$ cat src/rtl/imm_gen_pipe.sv
// rtl/imm_gen_pipe.sv - pipelined RV32I/RV64I immediate generator with two-entry skid buffer
module imm_gen_pipe #(
    parameter int XLEN      = 32,
    parameter bit ENABLE_UJ = 1'b1
) (
    input  logic            clk,
    input  logic            rst_n,
    input  logic            flush,
    input  logic            in_valid,
    output logic            in_ready,
    input  logic [31:0]     in_instr,
    input  logic [XLEN-1:0] in_pc,
    output logic            out_valid,
    input  logic            out_ready,
    output logic [XLEN-1:0] out_imm,
    output logic [2:0]      out_fmt,
    output logic [XLEN-1:0] out_target,
    output logic            out_unknown
);

    localparam logic [2:0] FMT_NONE = 3'd0;
    localparam logic [2:0] FMT_I    = 3'd1;
    localparam logic [2:0] FMT_S    = 3'd2;
    localparam logic [2:0] FMT_B    = 3'd3;
    localparam logic [2:0] FMT_U    = 3'd4;
    localparam logic [2:0] FMT_J    = 3'd5;

    typedef struct packed {
        logic            unknown;
        logic [2:0]      fmt;
        logic [XLEN-1:0] imm;
        logic [XLEN-1:0] target;
    } entry_t;

    entry_t dec;
    entry_t main_q;
    entry_t skid_q;
    logic   main_valid;
    logic   skid_valid;
    logic   accept;
    logic   fire;

    // Every format starts from a full-width copy of instr[31]; only the low
    // bits that carry payload are overwritten, which gives sign extension for free.
    always_comb begin
        dec         = '0;
        dec.imm     = {XLEN{in_instr[31]}};
        dec.fmt     = FMT_NONE;
        dec.unknown = 1'b0;
        unique case (in_instr[6:0])
            7'b0010011, 7'b0000011, 7'b1100111: begin
                dec.fmt       = FMT_I;
                dec.imm[11:0] = in_instr[31:20];
            end
            7'b0011011: begin
                if (XLEN == 64) begin
                    dec.fmt       = FMT_I;
                    dec.imm[11:0] = in_instr[31:20];
                end else begin
                    dec.unknown = 1'b1;
                end
            end
            7'b0100011: begin
                dec.fmt       = FMT_S;
                dec.imm[11:0] = {in_instr[31:25], in_instr[11:7]};
            end
            7'b1100011: begin
                dec.fmt       = FMT_B;
                dec.imm[12:0] = {in_instr[31], in_instr[7], in_instr[30:25],
                                 in_instr[11:8], 1'b0};
            end
            7'b0110111, 7'b0010111: begin
                if (ENABLE_UJ) begin
                    dec.fmt       = FMT_U;
                    dec.imm[31:0] = {in_instr[31:12], 12'b0};
                end else begin
                    dec.unknown = 1'b1;
                end
            end
            7'b1101111: begin
                if (ENABLE_UJ) begin
                    dec.fmt       = FMT_J;
                    dec.imm[20:0] = {in_instr[31], in_instr[19:12], in_instr[20],
                                     in_instr[30:21], 1'b0};
                end else begin
                    dec.unknown = 1'b1;
                end
            end
            default: dec.unknown = 1'b1;
        endcase
        if (dec.unknown) begin
            dec.imm = '0;
        end
        dec.target = in_pc + dec.imm;
    end

    assign accept = in_valid && in_ready;
    assign fire   = main_valid && out_ready;

    // Main only reloads when empty or draining, so a stalled output never changes.
    always_ff @(posedge clk or negedge rst_n) begin
        if (!rst_n) begin
            main_valid <= 1'b0;
            skid_valid <= 1'b0;
            main_q     <= '0;
            skid_q     <= '0;
        end else if (flush) begin
            main_valid <= 1'b0;
            skid_valid <= 1'b0;
        end else if (!main_valid || fire) begin
            if (skid_valid) begin
                main_q     <= skid_q;
                main_valid <= 1'b1;
                skid_valid <= accept;
                if (accept) begin
                    skid_q <= dec;
                end
            end else begin
                main_valid <= accept;
                if (accept) begin
                    main_q <= dec;
                end
            end
        end else if (accept) begin
            skid_q     <= dec;
            skid_valid <= 1'b1;
        end
    end

    assign in_ready    = !skid_valid;
    assign out_valid   = main_valid;
    assign out_imm     = main_q.imm;
    assign out_fmt     = main_q.fmt;
    assign out_target  = main_q.target;
    assign out_unknown = main_q.unknown;

endmodule

$ cat config.mk
export PLATFORM = sky130hd
export DESIGN_NAME = imm_gen_pipe
export DESIGN_NICKNAME = d
export VERILOG_FILES = /design/src/rtl/imm_gen_pipe.sv
export SDC_FILE = /design/constraint.sdc
export NUM_CORES = 1
export LEC_CHECK = 0
export CAP_MARGIN = 20
export CORE_UTILIZATION = 58
export CTS_CLUSTER_DIAMETER = 150
export DETAILED_ROUTE_END_ITERATION = 6
export HOLD_SLACK_MARGIN = 0.06
export PLACE_DENSITY = 0.85
export SLEW_MARGIN = 30
export SYNTH_ARGS = -nofsm -noshare
export SYNTH_HDL_FRONTEND = slang
export SYNTH_SLANG_ARGS = --single-unit
export TNS_END_PERCENT = 100
$ cat constraint.sdc
create_clock -name clk -period 5.8 [get_ports clk]
set_clock_uncertainty 0.1 [all_clocks]
set_input_delay 1.16 -clock clk [delete_from_list [all_inputs] [get_ports clk]]
set_output_delay 1.16 -clock clk [all_outputs]
set_load 0.02 [all_outputs]
* Word-level counts from Yosys, hierarchy flattened
Cells that the tools add are included.
Storage, ports and cells: output and inout port bits 70, word-level logic and storage cells 54, bits in registers 138
Cells by class: eq/ne operators 9, reductions and logical operators 14, mux-type cells 19, bitwise logic cells 1, $add $sub $neg 1
Operator list (number):
- 68-bit two-way mux | 5
- 12-bit one-hot mux with 5 select lines | 1
- 32-bit adder | 1
- 32-bit two-way mux | 1
- 7-bit == test (second input constant) | 3
- 8-bit one-hot mux with 2 select lines | 1
- 3-bit one-hot mux with 5 select lines | 1
- 7-bit by 5-bit == test with 1-bit output (second input constant) | 2
- 7-bit by 6-bit == test with 1-bit output (second input constant) | 2
- 10-bit two-way mux | 1
- 1-bit two-way mux | 9
- 8-bit OR reduction | 1
- 7-bit by 2-bit == test with 1-bit output (second input constant) | 1
- 3-bit OR reduction | 2
- 2-bit nonzero test | 2
- 3-bit AND reduction | 1
- 3-bit nonzero test | 1
- 1-bit logical AND | 2
- 1-bit logical NOT | 2
- 2-bit != test (second input constant) | 1
- 2-bit AND reduction | 1
- 2-bit OR reduction | 1
- 1-bit logical OR | 1
- 1-bit NOT | 1

* Longest topological paths before layout
depth after elaboration 8, depth in mapped cells 18

* Worst setup path after synthesis
No wires, ideal clock.
path kind input to register, from in in_instr[3], to reg main_q, in the netlist out_target[29], stages 17, library setup time 0.125 ns, arrival 4.429 ns, path slack 1.146 ns, buffers on the path 1, required time 5.575 ns, cell sequence nand4bb_1 -> or3_1 -> o21ai_1 -> or2_2 -> clkbuf_1 -> nand2_1 -> inv_1 -> ha_1 -> a21oi_1 -> nand2_1 -> o41ai_2 -> o21ba_4 -> o31ai_4 -> nor4_1 -> o21ai_0 -> a31o_1 -> mux2_4
RTL lines:
- start, declared | line 11 | input logic [31:0] in_instr,
- end signal, assigned | line 112 | main_q <= skid_q;
- end, declared | line 36 | entry_t main_q;

==> flow_summary.toml <==
[timing]
fin_crit_ps = 5180
tns_ps = 0
final_hold_viol_count = 0
worst_pin_slew_ps = 776
fin_crit_sh_pct = 89.4
rsz0062_at_grt = "false"
slew_headroom_pct = 48.3
slew_violations = 0
final-setup-viol-count = 0
clock.fmax_mhz = 193

[global_route]
grt_use_total_pct = 32.4
grt_pass1_wl_mm = 34.9
overflow = 0
antenna_found_initial = 0
grt_pass1_vias = 6848
grt_max_degree = 100

[outcome]
violations = "design-rule violations"
outcome = "finished, violations left"

[clocking]
htree_num_levels = 4
root_buffer = "clkbuf_16"
clock_latency_ps = 430
cts_tree = "built"
cts_inserted_buffers = 17
cts.sinks = 138
cts_buffer_depth = 2
hold_buffers = 0
path_clk_slew_ps = 60
cts_resized = 0
cts_setup_buffers = 0

[critical_path]
startpoint_type = "input port"
crit_required_ps = 6010
cp_max_fo = 7
endpoint_kind = "register"
arrival_ps = 5390
ff2ff_path_depth = 5
path_class = "input port to register"

[detailed_routing]
drcViolationCount = 6
drt_iter0_markers = 566
vias_per_cell = 5.94
wire_per_inst_microns = 18.1
wl_mm = 21.5
ant_nets = 0
via_count = 7046
first_pass_iters = 7

[layout]
drive_above_1_share_pct = 8.41
nets = 1099
final_cell_mix = "nand2_1 (138), clkdlybuf4s50_1 (137), dfrtp_1 (137), a21oi_1 (93), o21ai_0 (90)"
layout.cells.non_filler = 1187
diodes = 0
nFillCells = 926
area_growth_pct = 27.9
multi_input_area_sq_um = 4100
ff_latch_area_sq_um = 3450
layout_commonest_cell = "nand2_1"

[synthesis]
syn_avg_cell_area_sq_um = 8.85
async_flop_share_pct = 100
ys_seq_elements = 138
yosys_warnings = 0
synth_edf_count = 0
yosys.area.top_type_share_pct = 44.3
syn_inst = 882
synthesis.area_sq_um = 7800
yosys-top-cells-area = "dfrtp_1 (44%), nand2_1 (6.6%), a21oi_1 (6.0%)"
synthFlopType = "dfrtp_1"
syn_nets = 983
yosys.area.top_type = "dfrtp_1"
ys_types = 59
ys_seq_area_share_pct = 44.3

[place]
dp_hpwl_mm = 15.5
gp_congestion = 1.01
io_buffers = 138
post-place-cells = 1155

[power]
p_leak_nw = 4.67
pwr_density_cell_nw_per_um2 = 288
vdd_drop_max_mv = 0.202
power.total_mw = 2.88

[die]
die-width_microns = 118
std_cell_rows = 42
start_util_pct = 59.2
die-area_sq_um = 13900
die_y_microns = 118
core_area_sq_um = 13200
ioPinCount = 139

[hold_path]
holdCritPathClass = "register to register"
hold_depth = 2

[flow_run]
drv_cap = 0
==> where the power goes <==
group          switching, mW  total (mW)  internal [mW]
Sequential            0.0678        1.15           1.08
Combinational          0.287       0.522          0.235
Clock                  0.428        1.21          0.779
==> path summary, 6_finish.rpt <==
| check | start | endpoint | slack, ps |
|---|---|---|---|
| setup / recovery | in_instr[3] | skid_q[28] | 620 |
| hold / removal | skid_q[20] | skid_q[20] | 370 |
| setup reg to reg | skid_valid | skid_q[59] | 2590 |
| hold reg to reg | skid_q[20] | skid_q[20] | 370 |
| max in group asynchronous | rst_n | skid_q[21] | 3890 |
| min in group asynchronous | rst_n | out_imm[0] | 710 |
==> cell families (layout without fill, tap and decap cells) <==
group           count (synthesis)  in the layout  synth area share (%)
buf+inv                        73            202                  3.53
mux                            54             54                  7.41
xor+xnor                       30             30                  3.37
simple gates                  286            286                  15.7
fa+ha+maj                      32             32                  5.23
flops                         138            138                  44.3
compound gates                269            269                  20.5
==> synthesized netlist by cell type (all sizes together), types with 2 or more instances <==
cell type and count:
mux2i 27, mux2 27, xnor2 16, a22oi 4, nor2b 10, a31oi 5
nand4 3, nor2 72, nand3 27, ha 31, a32oi 2, o41ai 5
o2111ai 2, nor4 2, o21ai 102, buf 5, or3 3, o21bai 4
inv 20, nor3 11, xor2 14, nand2 138, o211ai 2, o31ai 15
a21oi 94, and3 9, a21o 16, o21a 5, nand2b 6, a31o 2
clkbuf 48, a211oi 4, dfrtp 138
==> state kept, by name (all words and copies together), names as in the netlist <==
register / cells
out_unknown: 1
out_target: 32
skid_q: 68
skid_valid: 1
out_fmt: 3
out_valid: 1
out_imm: 32
==> cell type report <==
class	instances	share of cell area, %
well taps	176	2.21
repair buffers	150	14.8
inverters	20	0.752
flip-flops and latches	138	34.6
clock buffers	19	4.44
multi-input cells	671	41.1
clock inverters	13	2.16
==> worst max-delay path: stages <==
cell,delay (ps)
clkdlybuf4s50_1,510
nand4bb_1,360
or3_1,440
o31ai_1,90
a32oi_1,140
inv_1,100
ha_1,180
inv_1,60
fa_1,400
nor2b_1,210
o2111ai_1,190
a211oi_2,340
o211ai_1,180
a2111oi_0,450
a211oi_1,120
xnor2_1,170
mux2_1,290
==> metrics by stage <==
stage | hold slack, ps | setup WS [ps] | utilization (%) | area, sq um
final | 371 | 617 | 75.7 | 9980
after global routing | 399 | 311 | 75.7 | 9980
after CTS | 378 | 662 | 75.6 | 9980
after detailed placement | 365 | 282 | 70.7 | 9320
after global placement | 354 | 383 | 70.7 | 9320
after floorplan | 342 | 1150 | - | 7800
==> routing by layer <==
layer / vias up / global-route usage, % / share of wire, %
met5: - / 0 / 0
met2: 286 / 52.6 / 48
met1: 3372 / 42.6 / 42
li1: 3337 / - / -
met3: 51 / 6.06 / 6.6
met4: 0 / 13.5 / 3.1
Note: power is estimated with default switching activity, not from simulation.
